**src/rtl/pixel_xform_ctrl.sv**
```systemverilog
// Word-at-a-time DMA sequencer: reads a source word, passes it through the transform
// unit over a req/ack handshake, and writes the result to the destination buffer.
module pixel_xform_ctrl #(
    parameter int ADDR_W      = 32,
    parameter int MAX_WORDS_W = 16
) (
    input  logic              clk,
    input  logic              rst,
    output logic              slave_waitrequest,
    input  logic [2:0]        slave_address,
    input  logic              slave_read,
    input  logic              slave_write,
    input  logic [31:0]       slave_writedata,
    output logic [31:0]       slave_readdata,
    input  logic              master_waitrequest,
    output logic [ADDR_W-1:0] master_address,
    output logic              master_read,
    input  logic [31:0]       master_readdata,
    input  logic              master_readdatavalid,
    output logic              master_write,
    output logic [31:0]       master_writedata,
    output logic              xf_req,
    output logic [31:0]       xf_data,
    input  logic              xf_ack,
    input  logic [31:0]       xf_result
);

    localparam logic [2:0] S_IDLE    = 3'd0;
    localparam logic [2:0] S_RD_REQ  = 3'd1;
    localparam logic [2:0] S_RD_WAIT = 3'd2;
    localparam logic [2:0] S_XF      = 3'd3;
    localparam logic [2:0] S_WR      = 3'd4;
    localparam logic [2:0] S_DONE    = 3'd5;

    logic [2:0]             state;
    logic [ADDR_W-1:0]      csr_dst;
    logic [ADDR_W-1:0]      csr_src;
    logic [MAX_WORDS_W-1:0] csr_count;
    logic [ADDR_W-1:0]      src_ptr;
    logic [ADDR_W-1:0]      dst_ptr;
    logic [MAX_WORDS_W-1:0] count_q;
    logic [MAX_WORDS_W-1:0] processed;
    logic [MAX_WORDS_W-1:0] proc_next;
    logic [31:0]            data_q;
    logic [31:0]            result_q;
    logic                   start_taken;
    logic                   idle;
    logic                   launch;
    logic                   csr_wr;

    // Slave write data is wider than the count register; the upper bits are don't-care.
    logic unused_wdata;
    assign unused_wdata = &{1'b0, slave_writedata};

    assign idle      = (state == S_IDLE);
    assign proc_next = processed + 1'b1;

    // A start write that already launched a job stays stalled until the job returns to
    // IDLE; start_taken lets that same held access complete there without relaunching.
    assign launch = !rst && idle && slave_write && (slave_address == 3'd0) && !start_taken;
    assign csr_wr = idle && slave_write && (slave_address != 3'd0) && (slave_address <= 3'd3);

    assign slave_waitrequest = !rst && (slave_read || slave_write) && (!idle || launch);

    always_comb begin
        slave_readdata = 32'd0;
        if (!rst && idle && slave_read) begin
            case (slave_address)
                3'd0:    slave_readdata = 32'(processed);
                3'd1:    slave_readdata = 32'(csr_dst);
                3'd2:    slave_readdata = 32'(csr_src);
                3'd3:    slave_readdata = 32'(csr_count);
                3'd4:    slave_readdata = result_q;
                default: slave_readdata = 32'd0;
            endcase
        end
    end

    always_comb begin
        master_read      = (state == S_RD_REQ);
        master_write     = (state == S_WR);
        xf_req           = (state == S_XF);
        master_address   = '0;
        master_writedata = 32'd0;
        xf_data          = 32'd0;
        if (state == S_RD_REQ) begin
            master_address = src_ptr;
        end
        if (state == S_WR) begin
            master_address   = dst_ptr;
            master_writedata = result_q;
        end
        if (state == S_XF) begin
            xf_data = data_q;
        end
    end

    always_ff @(posedge clk) begin
        if (rst) begin
            state       <= S_IDLE;
            csr_dst     <= '0;
            csr_src     <= '0;
            csr_count   <= '0;
            src_ptr     <= '0;
            dst_ptr     <= '0;
            count_q     <= '0;
            processed   <= '0;
            data_q      <= 32'd0;
            result_q    <= 32'd0;
            start_taken <= 1'b0;
        end else begin
            if (launch) begin
                start_taken <= 1'b1;
            end else if (idle) begin
                start_taken <= 1'b0;
            end

            if (csr_wr) begin
                case (slave_address)
                    3'd1:    csr_dst   <= ADDR_W'(slave_writedata);
                    3'd2:    csr_src   <= ADDR_W'(slave_writedata);
                    default: csr_count <= slave_writedata[MAX_WORDS_W-1:0];
                endcase
            end

            case (state)
                S_IDLE: begin
                    if (launch) begin
                        src_ptr   <= csr_src;
                        dst_ptr   <= csr_dst;
                        count_q   <= csr_count;
                        processed <= '0;
                        state     <= (csr_count == '0) ? S_DONE : S_RD_REQ;
                    end
                end
                S_RD_REQ: begin
                    if (!master_waitrequest) begin
                        state <= S_RD_WAIT;
                    end
                end
                S_RD_WAIT: begin
                    if (master_readdatavalid) begin
                        data_q <= master_readdata;
                        state  <= S_XF;
                    end
                end
                S_XF: begin
                    if (xf_ack) begin
                        result_q <= xf_result;
                        state    <= S_WR;
                    end
                end
                S_WR: begin
                    if (!master_waitrequest) begin
                        src_ptr   <= src_ptr + ADDR_W'(4);
                        dst_ptr   <= dst_ptr + ADDR_W'(4);
                        processed <= proc_next;
                        state     <= (proc_next < count_q) ? S_RD_REQ : S_DONE;
                    end
                end
                S_DONE:  state <= S_IDLE;
                default: state <= S_IDLE;
            endcase
        end
    end

endmodule

```
**config.mk**
```make
export PLATFORM = sky130hd
export DESIGN_NAME = pixel_xform_ctrl
export DESIGN_NICKNAME = d
export VERILOG_FILES = /design/src/rtl/pixel_xform_ctrl.sv
export SDC_FILE = /design/constraint.sdc
export NUM_CORES = 1
export LEC_CHECK = 0
export BUFFER_PORTS_ARGS = -buffer_cell sky130_fd_sc_hd__buf_4
export CORE_MARGIN = 2
export CORE_UTILIZATION = 45
export DETAILED_ROUTE_END_ITERATION = 10
export PLACE_DENSITY = 0.76
export SLEW_MARGIN = 25
export SYNTH_ARGS = -nofsm -noshare
export SYNTH_HDL_FRONTEND = slang
export SYNTH_SLANG_ARGS = --single-unit
export TNS_END_PERCENT = 30
```
**constraint.sdc**
```tcl
create_clock -name clk -period 3.45 [get_ports clk]
set_input_delay 0.69 -clock clk [delete_from_list [all_inputs] [get_ports clk]]
set_output_delay 0.69 -clock clk [all_outputs]
set_load 0.02 [all_outputs]
```
; ---- After elaboration in Yosys (flattened, before gate mapping)
; Index checks and enable logic that the tools add are counted.
[classes]
reduce_logical = 30
bitwise = 1
order_cmp = 2
eq_ne = 13
addsub = 3
n_mux = 25
[ops]
columns = cell, n
row1 = two-way mux 32 bit, 9
row2 = one-hot mux 32 bit (5 select lines), 1
row3 = one-hot mux 32 bit (2 select lines), 2
row4 = adder 32 x 3 -> 32 bit (second input constant), 2
row5 = two-way mux 16 bit, 2
row6 = one-hot mux 16 bit (2 select lines), 1
row7 = two-way mux 3 bit, 7
row8 = adder 16 x 1 -> 16 bit (second input constant), 1
row9 = logical NOT 16 bit, 1
row10 = less-than comparator 16 bit, 1
row11 = one-hot mux 3 bit (5 select lines), 1
row12 = equality test 3 x 2 -> 1 bit (second input constant), 4
row13 = AND reduction 2 bit, 6
row14 = logical AND 1 bit, 10
row15 = equality test 3 x 1 -> 1 bit (second input constant), 2
row16 = equality test 3 bit (second input constant), 2
row17 = logical NOT 3 bit, 2
row18 = != test 2 bit (second input constant), 3
row19 = AND reduction 5 bit, 1
row20 = != test 2 x 1 -> 1 bit (second input constant), 2
row21 = nonzero test 2 bit, 2
row22 = less-or-equal comparator 3 x 2 -> 1 bit (second input constant), 1
row23 = logical NOT 1 bit, 3
row24 = AND reduction 3 bit, 1
row25 = other kinds (5), 7
[word_totals]
in_bits = 106
elab_cells = 85
out_inout_bits = 132
ff_bits = 244

; ---- Logic depth before layout (Yosys ltp)
[logic_depth]
ltp_word = 7
mapped_depth = 12

; ---- Worst setup path before layout
; Ideal clock, no wire load.
[synth_timing]
path_kind = input -> output
startpoint = in slave_address[2]
endpoint = out slave_readdata[10]
path_stages = 5
arrival_time_ps = 2177
path_slack_ps = 583
n_path_buf = 2
required_ps = 2760
cell_sequence = clkbuf_1 -> nor3_1 -> clkbuf_1 -> a22oi_1 -> a21oi_1
[synth_between]
elab_chain_len = 3
elab_cells_between_ends = 7
[synth_rtl]
columns = element, line_no
row1 = from (decl), 10  ; input logic [2:0] slave_address,
row2 = "equality test 3 bit, or another cell as far along", 68  ; case (slave_address)
row3 = one-hot mux 32 bit (5 select lines) (*), 68
row4 = two-way mux 32 bit (*), 67  ; if (!rst && idle && slave_read) begin
row5 = to (decl), 14  ; output logic [31:0] slave_readdata,
; Mark *: on every way between the ends. The rest lies on a longest branch, timed or not.

; ---- Worst setup path in the final report
[layout_timing]
startpoint = reg state[2]
endpoint = out master_address[8]
[layout_between]
elab_chain_len = 3
elab_cells_between_ends = 4
[layout_rtl]
columns = element, line_no
row1 = from (decl), 35  ; logic [2:0] state;
row2 = from (signal assigned), 133  ; state <= (csr_count == '0) ? S_DONE : S_RD_REQ;
row3 = from (signal assigned), 158  ; state <= (proc_next < count_q) ? S_RD_REQ : S_DONE;
row4 = equality test 3 x 1 -> 1 bit, 86  ; if (state == S_RD_REQ) begin
row5 = two-way mux 32 bit, 86
row6 = two-way mux 32 bit (*), 89  ; if (state == S_WR) begin
row7 = to (decl), 16  ; output logic [ADDR_W-1:0] master_address,
; Marked as above.

==> results.yml <==
clocking:
  cts_tree: "yes"
  clockBufferDepth: 3
  cts_hold_buffers: 0
  clk_transition_reported_paths_ps: 60
  clk-insertion-delay-late_ps: 530
  post_cts_buffers: 0
  cts_resized: 0
  cts.sinks: 244
  numCtsBuffers: 27
  clock-root-buffer: "clkbuf_16"
  htree_num_levels: 1
timing:
  whs_ps: 397.7
  tightest_slew_ps: 897.6
  min_period_over_period_pct: 91.51
  worst_slack_ps: 293.1
  period_needed_ps: 3157
  hold_violations: 0
  drv_slew: 0
  timing.fmax_ghz: 0.3168
  finalSetupTns_ps: 0
  skew_ps: 11.38
  rsz0062_at_grt: "no"
  setup_viol: 0
  slew_headroom_pct: 40.16
synth:
  syn_avg_cell_area_um2: 7.402
  synth-async-reset-ratio_pct: 0
  syn_inst: 1724
  ys_top_cells_by_area: "dfxtp_1 (38%), nand2_1 (12%), a21oi_1 (10%), and2_1 (3.6%), nor2_1 (3.2%)"
  ys_seq_area_share_pct: 38.28
  synth_common_cells: "nand2_1 (396), a21oi_1 (254), dfxtp_1 (244)"
  ys_ff_latch: 244
  syn_area_um2: 12760
  yosysTopAreaCell: "dfxtp_1"
  synth_ff_type: "dfxtp_1"
  synth_most_common_cell: "nand2_1"
  yosysWarnings: 0
  syn_nets: 1848
  synth_top_area_share_pct: 38.28
  synth_cell_types: 73
  synth_edf_count: 0
route:
  vias: 13390
  wl_per_cell_um: 19.20
  drc_errors: 0
  viasPerCell: 5.863
  ant_nets: 0
  wl_um: 43860
  drt_first_pass_iters: 5
  drtIter0Drc: 1533
layout:
  fin_util_pct: 56.33
  finalNetCount: 2010
  multi_input_area_um2: 7221
  area_delta_synth_final_pct: 22.97
  drive_above_1_share_pct: 18.28
  num-fill-cells: 2577
  final-seq-area_um2: 4885
pwr:
  power_leakage_uw: 0.005801
  powerDensity_nw_per_um2: 493.8
  ir_drop_v: 0.0003460
job:
  max-cap-violations: 0
die:
  die_w_um: 172.4
  start_util_pct: 45.81
  die-height_um: 172.4
  die_area_um2: 29720
  io_pins: 238
  core.rowCount: 61
  coreArea_um2: 27860
critical_path:
  worstPathRequired_ps: 2760
  worstPathArrival_ps: 2470
  end_kind: "output pin"
  critPathKind: "reg2out"
  critPathLaunchType: "flop"
  crit_path_max_fanout: 35
placed_design:
  port-buffer-count: 237
  hpwl_um: 30810
  pre_cts_ws_ps: 597.9
  gp_routability_congestion: 0.9037
global_routing:
  grt_start_max_net_pins: 183
  grt_overflow: 0
  grt_pass1_vias: 12110
  grt_pass1_wl_um: 67300
  grt_use_total_pct: 28.44
  grt_antenna_before_repair: 2
worst_hold_path:
  worstHoldPathType: "in2reg"
status:
  status: "finished, final reports clean"
==> report_power, final <==
group          internal [uW]  total (uW)  switching, uW
clock                   1600        2790           1190
combinational            619        1820           1200
sequential              2960        3140            179
==> routing by layer <==
layer  share of wire (%)  vias to the layer above  wire [um]  GRT usage [%]
met3                  12                       60       5246          6.661
met2                  43                      756      18770          41.39
met4                 1.7                        0        729          6.102
li1                    -                     6367          -              -
met1                  44                     6209      19120          42.42
met5                   0                        -          0              0
==> cell families after synthesis <==
family / after synthesis / synth area share (%)
simple gates: 757 / 27.54
xor+xnor: 15 / 1.030
fa+ha+maj: 18 / 1.765
mux: 27 / 2.137
compound gates: 488 / 23.67
buf+inv: 175 / 5.579
flops: 244 / 38.28
==> placed cells by master, fill, tap and decap left out, types with 27 or more instances in the layout <==
cell / instances
and2_1: 73
o21ai_0: 48
nor2_1: 108
nand4_1: 34
dfxtp_1: 244
buf_4: 272
nor3_1: 28
clkbuf_16: 27
nand3_1: 41
a21oi_1: 254
a22oi_1: 39
nand2_1: 395
inv_1: 29
==> sequential cells by signal, summed over array words and instances (netlist names) <==
name and flops:
data_q 32, start_taken 1, result_q 32, csr_dst 32, dst_ptr 32, processed 16, csr_src 32, state 3
count_q 16, csr_count 16, src_ptr 32
==> worst max-delay path: stages (launching register included) <==
cell      delay, ps
dfxtp_1         310
buf_4           190
or3b_4          550
clkinv_2        140
buf_4           360
a22o_1          230
buf_4           150
==> layout make-up <==
class | instances | share of cell area, %
antenna | 2 | 0.03189
inverter | 30 | 0.7256
clock inverter | 7 | 0.2392
timing repair buffer | 278 | 13.72
tap | 378 | 3.014
sequential | 244 | 31.13
clock buffer | 40 | 5.127
multi-input combinational | 1305 | 46.01
==> final timing paths <==
check | from | to | slack, ps | depth (start not counted)
max | state[2] | master_address[8] | 290 | 6
max reg2reg | processed[0] | state[2] | 590 | 11
min | master_readdata[12] | data_q[12] | 400 | 3
min reg2reg | data_q[13] | data_q[13] | 450 | 2
==> metrics by stage <==
stage	power (uW)	instances	instance area, um^2
3_5_place_dp	4971	2235	14840
3_3_place_gp	4936	2235	14840
4_1_cts	7710	2282	15680
2_1_floorplan	4334	1724	12760
5_1_grt	8041	2283	15690
6_report	7749	2284	15690
Power figures use the tool's default switching activity.
